==> config.mk <==
export PLATFORM = sky130hd
export DESIGN_NAME = vram_bus_arbiter
export DESIGN_NICKNAME = d
export VERILOG_FILES = /design/src/rtl/vram_bus_arbiter.sv
export SDC_FILE = /design/constraint.sdc
export NUM_CORES = 1
export LEC_CHECK = 0
export CELL_PAD_IN_SITES_DETAIL_PLACEMENT = 1
export CELL_PAD_IN_SITES_GLOBAL_PLACEMENT = 2
export CORE_MARGIN = 1.5
export CORE_UTILIZATION = 22
export CTS_BUF_LIST = sky130_fd_sc_hd__clkbuf_4 sky130_fd_sc_hd__clkbuf_8 sky130_fd_sc_hd__clkbuf_16
export CTS_CLUSTER_SIZE = 40
export DETAILED_ROUTE_END_ITERATION = 8
export GPL_TIMING_DRIVEN = 0
export PLACE_DENSITY_LB_ADDON = 0.3
export SYNTH_ARGS = -nofsm -noshare
export SYNTH_HDL_FRONTEND = slang
export SYNTH_SLANG_ARGS = --single-unit
==> constraint.sdc <==
create_clock -name clk -period 3.2 [get_ports clk]
set_input_delay 0.96 -clock clk [delete_from_list [all_inputs] [get_ports clk]]
set_output_delay 0.96 -clock clk [all_outputs]
set_load 0.1 [all_outputs]
==> src/rtl/vram_bus_arbiter.sv <==
// -----------------------------------------------------------------------------
// vram_bus_arbiter
//
// Shares the single 32-bit VRAM bus between three strobe/ack masters: the CPU
// register-access port (read/write) and the two layer renderers (read only).
// Exactly one transaction is forwarded to the VRAM controller at a time.
//
// Arbitration: the CPU has fixed priority over the layers; the two layers
// alternate round-robin through rr_ptr, so neither layer can starve the other.
//
// Transaction sequence: IDLE (grant) -> BUSY (wait for mem_ack) -> DONE (ack).
// No grant is made in DONE, which gives the finished requester one cycle to
// drop its strobe before the arbiter samples the strobes again.
//
// Ports:
//   clk, rst                     clock, synchronous active-high reset
//   cpu_addr/wrdata/write/strobe CPU request (18-bit word address, 32-bit data)
//   cpu_ack                      CPU done, one-cycle pulse
//   l0_addr/strobe, l0_ack       layer 0 read request and one-cycle done pulse
//   l1_addr/strobe, l1_ack       layer 1 read request and one-cycle done pulse
//   bus_rddata                   read data for all requesters, valid with ack
//   mem_addr/wrdata/write/strobe VRAM controller request, held stable in BUSY
//   mem_ack, mem_rddata          VRAM completion and read data
// -----------------------------------------------------------------------------
module vram_bus_arbiter (
    input  logic        clk,
    input  logic        rst,
    input  logic [17:0] cpu_addr,
    input  logic [31:0] cpu_wrdata,
    input  logic        cpu_write,
    input  logic        cpu_strobe,
    output logic        cpu_ack,
    input  logic [17:0] l0_addr,
    input  logic        l0_strobe,
    output logic        l0_ack,
    input  logic [17:0] l1_addr,
    input  logic        l1_strobe,
    output logic        l1_ack,
    output logic [31:0] bus_rddata,
    output logic [17:0] mem_addr,
    output logic [31:0] mem_wrdata,
    output logic        mem_write,
    output logic        mem_strobe,
    input  logic        mem_ack,
    input  logic [31:0] mem_rddata
);

    typedef enum logic [1:0] {
        ST_IDLE = 2'd0,
        ST_BUSY = 2'd1,
        ST_DONE = 2'd2
    } state_t;

    localparam logic [1:0] GNT_CPU = 2'd0;
    localparam logic [1:0] GNT_L0  = 2'd1;
    localparam logic [1:0] GNT_L1  = 2'd2;

    state_t      state_q,      state_d;
    logic        rr_ptr_q,     rr_ptr_d;     // 0: layer 0 preferred, 1: layer 1 preferred
    logic [1:0]  grant_q,      grant_d;
    logic [17:0] mem_addr_q,   mem_addr_d;
    logic [31:0] mem_wrdata_q, mem_wrdata_d;
    logic        mem_write_q,  mem_write_d;
    logic        mem_strobe_q, mem_strobe_d;
    logic [31:0] bus_rddata_q, bus_rddata_d;
    logic        cpu_ack_q,    cpu_ack_d;
    logic        l0_ack_q,     l0_ack_d;
    logic        l1_ack_q,     l1_ack_d;
    logic        pick_l1_s;

    // Next-state and next-output computation for the arbitration FSM.
    always_comb begin
        state_d      = state_q;
        rr_ptr_d     = rr_ptr_q;
        grant_d      = grant_q;
        mem_addr_d   = mem_addr_q;
        mem_wrdata_d = mem_wrdata_q;
        mem_write_d  = mem_write_q;
        mem_strobe_d = mem_strobe_q;
        bus_rddata_d = bus_rddata_q;
        // Acks are single-cycle pulses: only the BUSY->DONE transition raises one.
        cpu_ack_d    = 1'b0;
        l0_ack_d     = 1'b0;
        l1_ack_d     = 1'b0;
        pick_l1_s    = 1'b0;

        case (state_q)
            ST_IDLE: begin
                if (cpu_strobe) begin
                    // CPU grant leaves the layer round-robin pointer untouched.
                    grant_d      = GNT_CPU;
                    mem_addr_d   = cpu_addr;
                    mem_wrdata_d = cpu_wrdata;
                    mem_write_d  = cpu_write;
                    mem_strobe_d = 1'b1;
                    state_d      = ST_BUSY;
                end else if (l0_strobe || l1_strobe) begin
                    // Preferred layer wins if it requests, otherwise the other one.
                    if (rr_ptr_q) begin
                        pick_l1_s = l1_strobe;
                    end else begin
                        pick_l1_s = !l0_strobe;
                    end
                    if (pick_l1_s) begin
                        grant_d    = GNT_L1;
                        mem_addr_d = l1_addr;
                        rr_ptr_d   = 1'b0;
                    end else begin
                        grant_d    = GNT_L0;
                        mem_addr_d = l0_addr;
                        rr_ptr_d   = 1'b1;
                    end
                    // Layers only read; mem_wrdata keeps its stale value.
                    mem_write_d  = 1'b0;
                    mem_strobe_d = 1'b1;
                    state_d      = ST_BUSY;
                end else begin
                    state_d = ST_IDLE;
                end
            end

            ST_BUSY: begin
                if (mem_ack) begin
                    // Data is captured for writes too; requesters ignore it then.
                    mem_strobe_d = 1'b0;
                    bus_rddata_d = mem_rddata;
                    case (grant_q)
                        GNT_CPU: cpu_ack_d = 1'b1;
                        GNT_L0:  l0_ack_d  = 1'b1;
                        GNT_L1:  l1_ack_d  = 1'b1;
                        default: cpu_ack_d = 1'b0;
                    endcase
                    state_d = ST_DONE;
                end else begin
                    state_d = ST_BUSY;
                end
            end

            ST_DONE: begin
                // Strobes are not sampled here so the finished requester can drop its strobe.
                state_d = ST_IDLE;
            end

            default: begin
                mem_strobe_d = 1'b0;
                state_d      = ST_IDLE;
            end
        endcase
    end

    // State and registered-output flops with synchronous reset.
    always_ff @(posedge clk) begin
        if (rst) begin
            state_q      <= ST_IDLE;
            rr_ptr_q     <= 1'b0;
            grant_q      <= GNT_CPU;
            mem_addr_q   <= 18'd0;
            mem_wrdata_q <= 32'd0;
            mem_write_q  <= 1'b0;
            mem_strobe_q <= 1'b0;
            bus_rddata_q <= 32'd0;
            cpu_ack_q    <= 1'b0;
            l0_ack_q     <= 1'b0;
            l1_ack_q     <= 1'b0;
        end else begin
            state_q      <= state_d;
            rr_ptr_q     <= rr_ptr_d;
            grant_q      <= grant_d;
            mem_addr_q   <= mem_addr_d;
            mem_wrdata_q <= mem_wrdata_d;
            mem_write_q  <= mem_write_d;
            mem_strobe_q <= mem_strobe_d;
            bus_rddata_q <= bus_rddata_d;
            cpu_ack_q    <= cpu_ack_d;
            l0_ack_q     <= l0_ack_d;
            l1_ack_q     <= l1_ack_d;
        end
    end

    assign cpu_ack    = cpu_ack_q;
    assign l0_ack     = l0_ack_q;
    assign l1_ack     = l1_ack_q;
    assign bus_rddata = bus_rddata_q;
    assign mem_addr   = mem_addr_q;
    assign mem_wrdata = mem_wrdata_q;
    assign mem_write  = mem_write_q;
    assign mem_strobe = mem_strobe_q;

endmodule

-- After elaboration in Yosys (flattened, before gate mapping)
Index checks and enable logic that the tools add are counted.
- flip-flop bits (word level): 92
- bits of input ports: 125
- word-level logic and storage cells: 56
- eq/ne operators: 6
- muxes and demuxes: 24
- bitwise gates (word level): 4
- reductions and logical operators: 11
- operators by type and width (kind ; number):
    18-bit two-way mux ; 3
    1-bit two-way mux ; 15
    2-bit two-way mux ; 4
    2-bit AND reduction ; 3
    3-bit AND reduction ; 2
    2-bit by 1-bit equality test with 1-bit output (second input constant) ; 2
    2-bit equality test (second input constant) ; 2
    2-bit logical NOT ; 2
    1-bit NOT ; 4
    2-bit one-hot mux with 2 select lines ; 1
    3-bit inequality test (second input constant) ; 1
    1-bit one-hot mux with 3 select lines ; 1
    3-bit OR reduction ; 1
    2-bit inequality test (second input constant) ; 1
    2-bit nonzero test ; 1
    1-bit logical NOT ; 1
    1-bit logical OR ; 1

-- Longest topological paths before layout
Gate-level depths: netlist of the first run.
- word-level depth: 8
- mapped depth: 6

-- Least setup slack after synthesis of the first run
Ideal clock, no wire load.
- path kind: input to register
- start: input l1_strobe
- end: register mem_addr_q[16], in the netlist mem_addr[16]
- arrival: 1.953 ns
- data required time: 3.083 ns
- path slack: 1.130 ns
- cell stages on the path: 5
- buffers on the path: 2
- cell sequence: and2_4 buf_6 buf_6 or4_1 a32o_1
- longest elaborated chain between the ends: 7
- ends and longest elaborated chain (what ; RTL line ; source):
    from (decl) ; 37 ; input logic l1_strobe,
    1-bit two-way mux ; 99 ; if (rr_ptr_q) begin
    1-bit two-way mux ; 97 ; end else if (l0_strobe || l1_strobe) begin
    1-bit two-way mux ; 89 ; if (cpu_strobe) begin
    1-bit two-way mux ; 87 ; case (state_q)
    18-bit two-way mux ; 104 ; if (pick_l1_s) begin
    18-bit two-way mux ; 97 ;
    18-bit two-way mux ; 89 ;
    to (signal assigned) ; 169 ; mem_addr_q <= mem_addr_d;
    to (decl) ; 61 ; logic [17:0] mem_addr_q, mem_addr_d;
Parallel ways exist; a longest one is shown, timed or not. The select of a mux whose other input is x is not followed.
A chain may end at the register's enable or synchronous reset.

-- Final worst setup path of the first run
- start: register mem_addr_q[17], in the netlist mem_addr[17]
- end: output mem_addr[17]
- RTL lines (what ; RTL line ; source):
    to (decl) ; 40 ; output logic [17:0] mem_addr,
No word-level cell between the ends.

==> metrics.md, run 1 <==
| Metric | Value |
|---|---|
| Outcome | `finished clean` |
| Synth top area share | `0.471` |
| Routed WL | `15700 um` |
| Crit-path leading delay family | `buffers and inverters` |
| Cts repair resizes | `0` |
| Final setup fails | `0` |
| Design Area, Final | `6620 um2` |
| Dominant cells by area after synthesis | `dfxtp_1 47%, nand2_1 12%, a21oi_1 9.0%, a32o_1 4.6%, or4_1 3.5%` |
| Yosys warnings | `0` |
| Seq cells post-synth | `92` |
| PortBufs | `210` |
| Vias | `4307` |
| CTS buffer count | `9` |
| Largest stage delay, worst path | `1160 ps` |
| Sequential share of the synthesized area | `0.471` |
| Net count after synthesis | `613` |
| Critical path's slowest cell | `clkdlybuf4s50_1` |
| Syn avg cell area | `8.01 um2` |
| Critical path origin | `mem_addr[17]` |
| Tmin final | `2810 ps` |
| Slew Viols, Final | `0` |
| Hold path cells | `2` |
| Clock Latency Late Sink | `340 ps` |
| Tightest Hold Check Type | `register to register` |
| Diodes inserted | `0` |
| Clock sink total | `92` |
| CP arrival | `1850 ps` |
| Initial core utilization | `0.225` |
| H-tree depth | `3` |
| Hold wc startpoint | `bus_rddata[29]` |
| Layout cells sized above 1 | `0.0603` |
| DIE HEIGHT | `136 um` |
| Final Hold Violating Endpoints | `0` |
| CP Max Fanout | `2` |
| GRT Resource Usage Total | `0.169` |
| RSZ-0062 raised after global routing | `no` |
| Tcrit/Tclk final | `0.878` |
| Synth-to-layout area growth | `69.3%` |
| CP Cell Sequence | `clkdlybuf4s50_1` |
| Leading area contributor after synthesis | `dfxtp_1` |
| Post-Synthesis Cells | `488` |
| Number of DRC markers in iteration 0 | `126` |
| F_max | `356 MHz` |
| Netlist cell types | `32` |
| Worst Tran Pin Value | `1040 ps` |
| Vias in the first global route | `4642` |
| Postcts setup bufs | `0` |
| Crit Path Class | `register to output port` |
| Synth Flop Type | `dfxtp_1` |
| Startpoint types | `register` |
| # Max-Cap Violations | `0` |
| Fill count | `2026` |
| Hold EP | `bus_rddata[29]` |
| Top cells by count, synth | `130 x nand2_1, 92 x dfxtp_1, 70 x a21oi_1` |
| CTS tree | `done` |
| Setup Skew | `6.06 ps` |
| Max rail drop VDD | `0.329 mV` |
| R2R depth | `6` |
| FF-to-FF Start | `rr_ptr_q` |
| I/O Pins | `212` |
| EDFF count, synth | `0` |
| CTS Root Cell | `clkbuf_16` |
| Post-route DRC | `0` |
| Hold Buf Count CTS | `0` |
| Pleak | `2.35 nW` |
| Initial antenna violation count | `0` |
| PD cells | `550 nW/um2` |
| Post-synth ARST share | `0` |
| Placed cell area | `6290 um2` |
| Critical Path RT | `2240 ps` |
| Slew HR | `0.306` |
| First-pass GRT wire length | `24200 um` |
| Vias per cell | `4.59` |
| Netlist Area Pre-Place | `3910 um2` |
| Count leader, synth | `nand2_1` |
| FF-to-FF End | `mem_addr[13]` |
| CP bufs+invs | `1` |
| Drt wl/cell | `16.7 um` |
| Die area | `18600 um2` |
| Pin count of the biggest net entering global routing | `15` |
| Final ANT Viol Nets | `0` |
| Cell Rows | `48` |
| GP Congestion | `0.770` |
| Post-DP HPWL | `11700 um` |
| Die width | `136 um` |
| Worst reg-to-reg setup slack | `1500 ps` |
| Clock buffer depth | `2` |
| Core Area | `17400 um2` |
| CP Capture Type | `output port` |
| GRT overflow | `0` |
| Sum Neg Setup Slack | `0 ps` |
| Nets | `834` |
| Clk slew on worst S/H paths | `60 ps` |
| Length of the first detailed-routing pass in iterations | `4` |
==> kinds of logic (layout without fill, tap and decap cells) <==
| group | Yosys count | in the layout | synth area share |
|---|---|---|---|
| AO/OA/AOI/OAI | 131 | 131 | 0.216 |
| buffers and inverters | 65 | 290 | 0.0777 |
| flip-flops | 92 | 92 | 0.471 |
| AND/OR/NAND/NOR | 200 | 200 | 0.235 |
==> layout by cell type (no fill, tap or decap) <==
cell               n
o21ai_0           21
o31ai_1            1
a21oi_1           70
and3b_1            1
or4_1             18
nor3b_2            1
nor3_1             2
a2111o_1           1
and2_4             1
or2_4              1
nand3b_1           1
nor2b_1           18
a32o_1            18
buf_6              6
buf_1              5
o211ai_1           1
inv_1             19
dfxtp_1           92
nand2_1          130
clkbuf_16          9
a2111oi_1          1
a2111oi_2          3
bufinv_16          2
or3b_2             2
buf_2             10
clkdlybuf4s50_1  210
clkinv_2           1
nor4b_1            2
clkinvlp_4         1
nor4_1             1
a2111oi_0         14
clkbuf_1          23
nor2_2             1
clkbuf_2           2
clkbuf_8           2
or2_2              1
nor2_1            20
o21ai_1            1
==> area by class of cell <==
type,instances,area (um2),area share
Buffer,46,233,0.0352
Clock buffer,11,253,0.0382
Clock inverter,4,72.6,0.0110
Inverter,19,71.3,0.0108
Multi-Input combinational cell,331,1770,0.267
Sequential cell,92,1840,0.278
Tap cell,225,282,0.0425
Timing Repair Buffer,210,2100,0.318
==> where the power goes <==
| group | internal (mW) | switching, mW | leakage (nW) |
|---|---|---|---|
| Sequential | 1.23 | 0.0425 | 0.754 |
| Combinational | 0.371 | 0.815 | 1.44 |
| Clock | 0.722 | 0.461 | 0.158 |
==> worst min-delay path, delay by kind of cell, from the launching register on <==
family / cells / cell delay (ps)
AO/OA/AOI/OAI: 1 / 50
flip-flops: 1 / 310
AND/OR/NAND/NOR: 1 / 50
==> metrics by stage <==
| step | setup slack, ps | hold WS, ps | total power, mW | cells | util |
|---|---|---|---|---|---|
| finish | 391 | 455 | 3.64 | 938 | 0.381 |
| global route | 330 | 474 | 3.80 | 938 | 0.381 |
| CTS | 369 | 459 | 3.69 | 938 | 0.381 |
| detailed placement | 214 | 450 | 2.49 | 923 | 0.363 |
| global placement | 283 | 441 | 2.47 | 923 | 0.363 |
| floorplan | 1130 | 431 | 2.08 | 488 | - |
==> per-layer routing <==
layer	share of wire	vias up	GRT usage
met2	0.47	139	0.282
met3	0.089	14	0.0578
met4	0.015	0	0.0579
met1	0.43	2040	0.202
met5	0	-	0
li1	-	2114	-
==> state kept, by name (all words and copies together) (netlist names) <==
signal      count
bus_rddata     32
cpu_ack         1
grant_q         2
l0_ack          1
l1_ack          1
mem_addr       18
mem_strobe      1
mem_wrdata     32
mem_write       1
rr_ptr_q        1
state_q         2
==> worst max-delay path by stage <==
stage / slack (ps) / cells past startpoint / end
floorplan: 1130 / 5 / mem_addr[16]
global placement: 280 / 5 / mem_addr[16]
detailed placement: 210 / 5 / mem_addr[13]
CTS: 370 / 1 / mem_wrdata[11]
global route: 330 / 1 / mem_wrdata[7]
finish: 390 / 1 / mem_addr[17]
(Power assumes the default switching activity.)
==> run 2: changes to the inputs <==
- CTS_CLUSTER_DIAMETER: unset -> 50
- SLEW_MARGIN: unset -> 5
==> results of run 2 <==
Same layout as run 1: the final DEF is identical, and so are final timing and power.
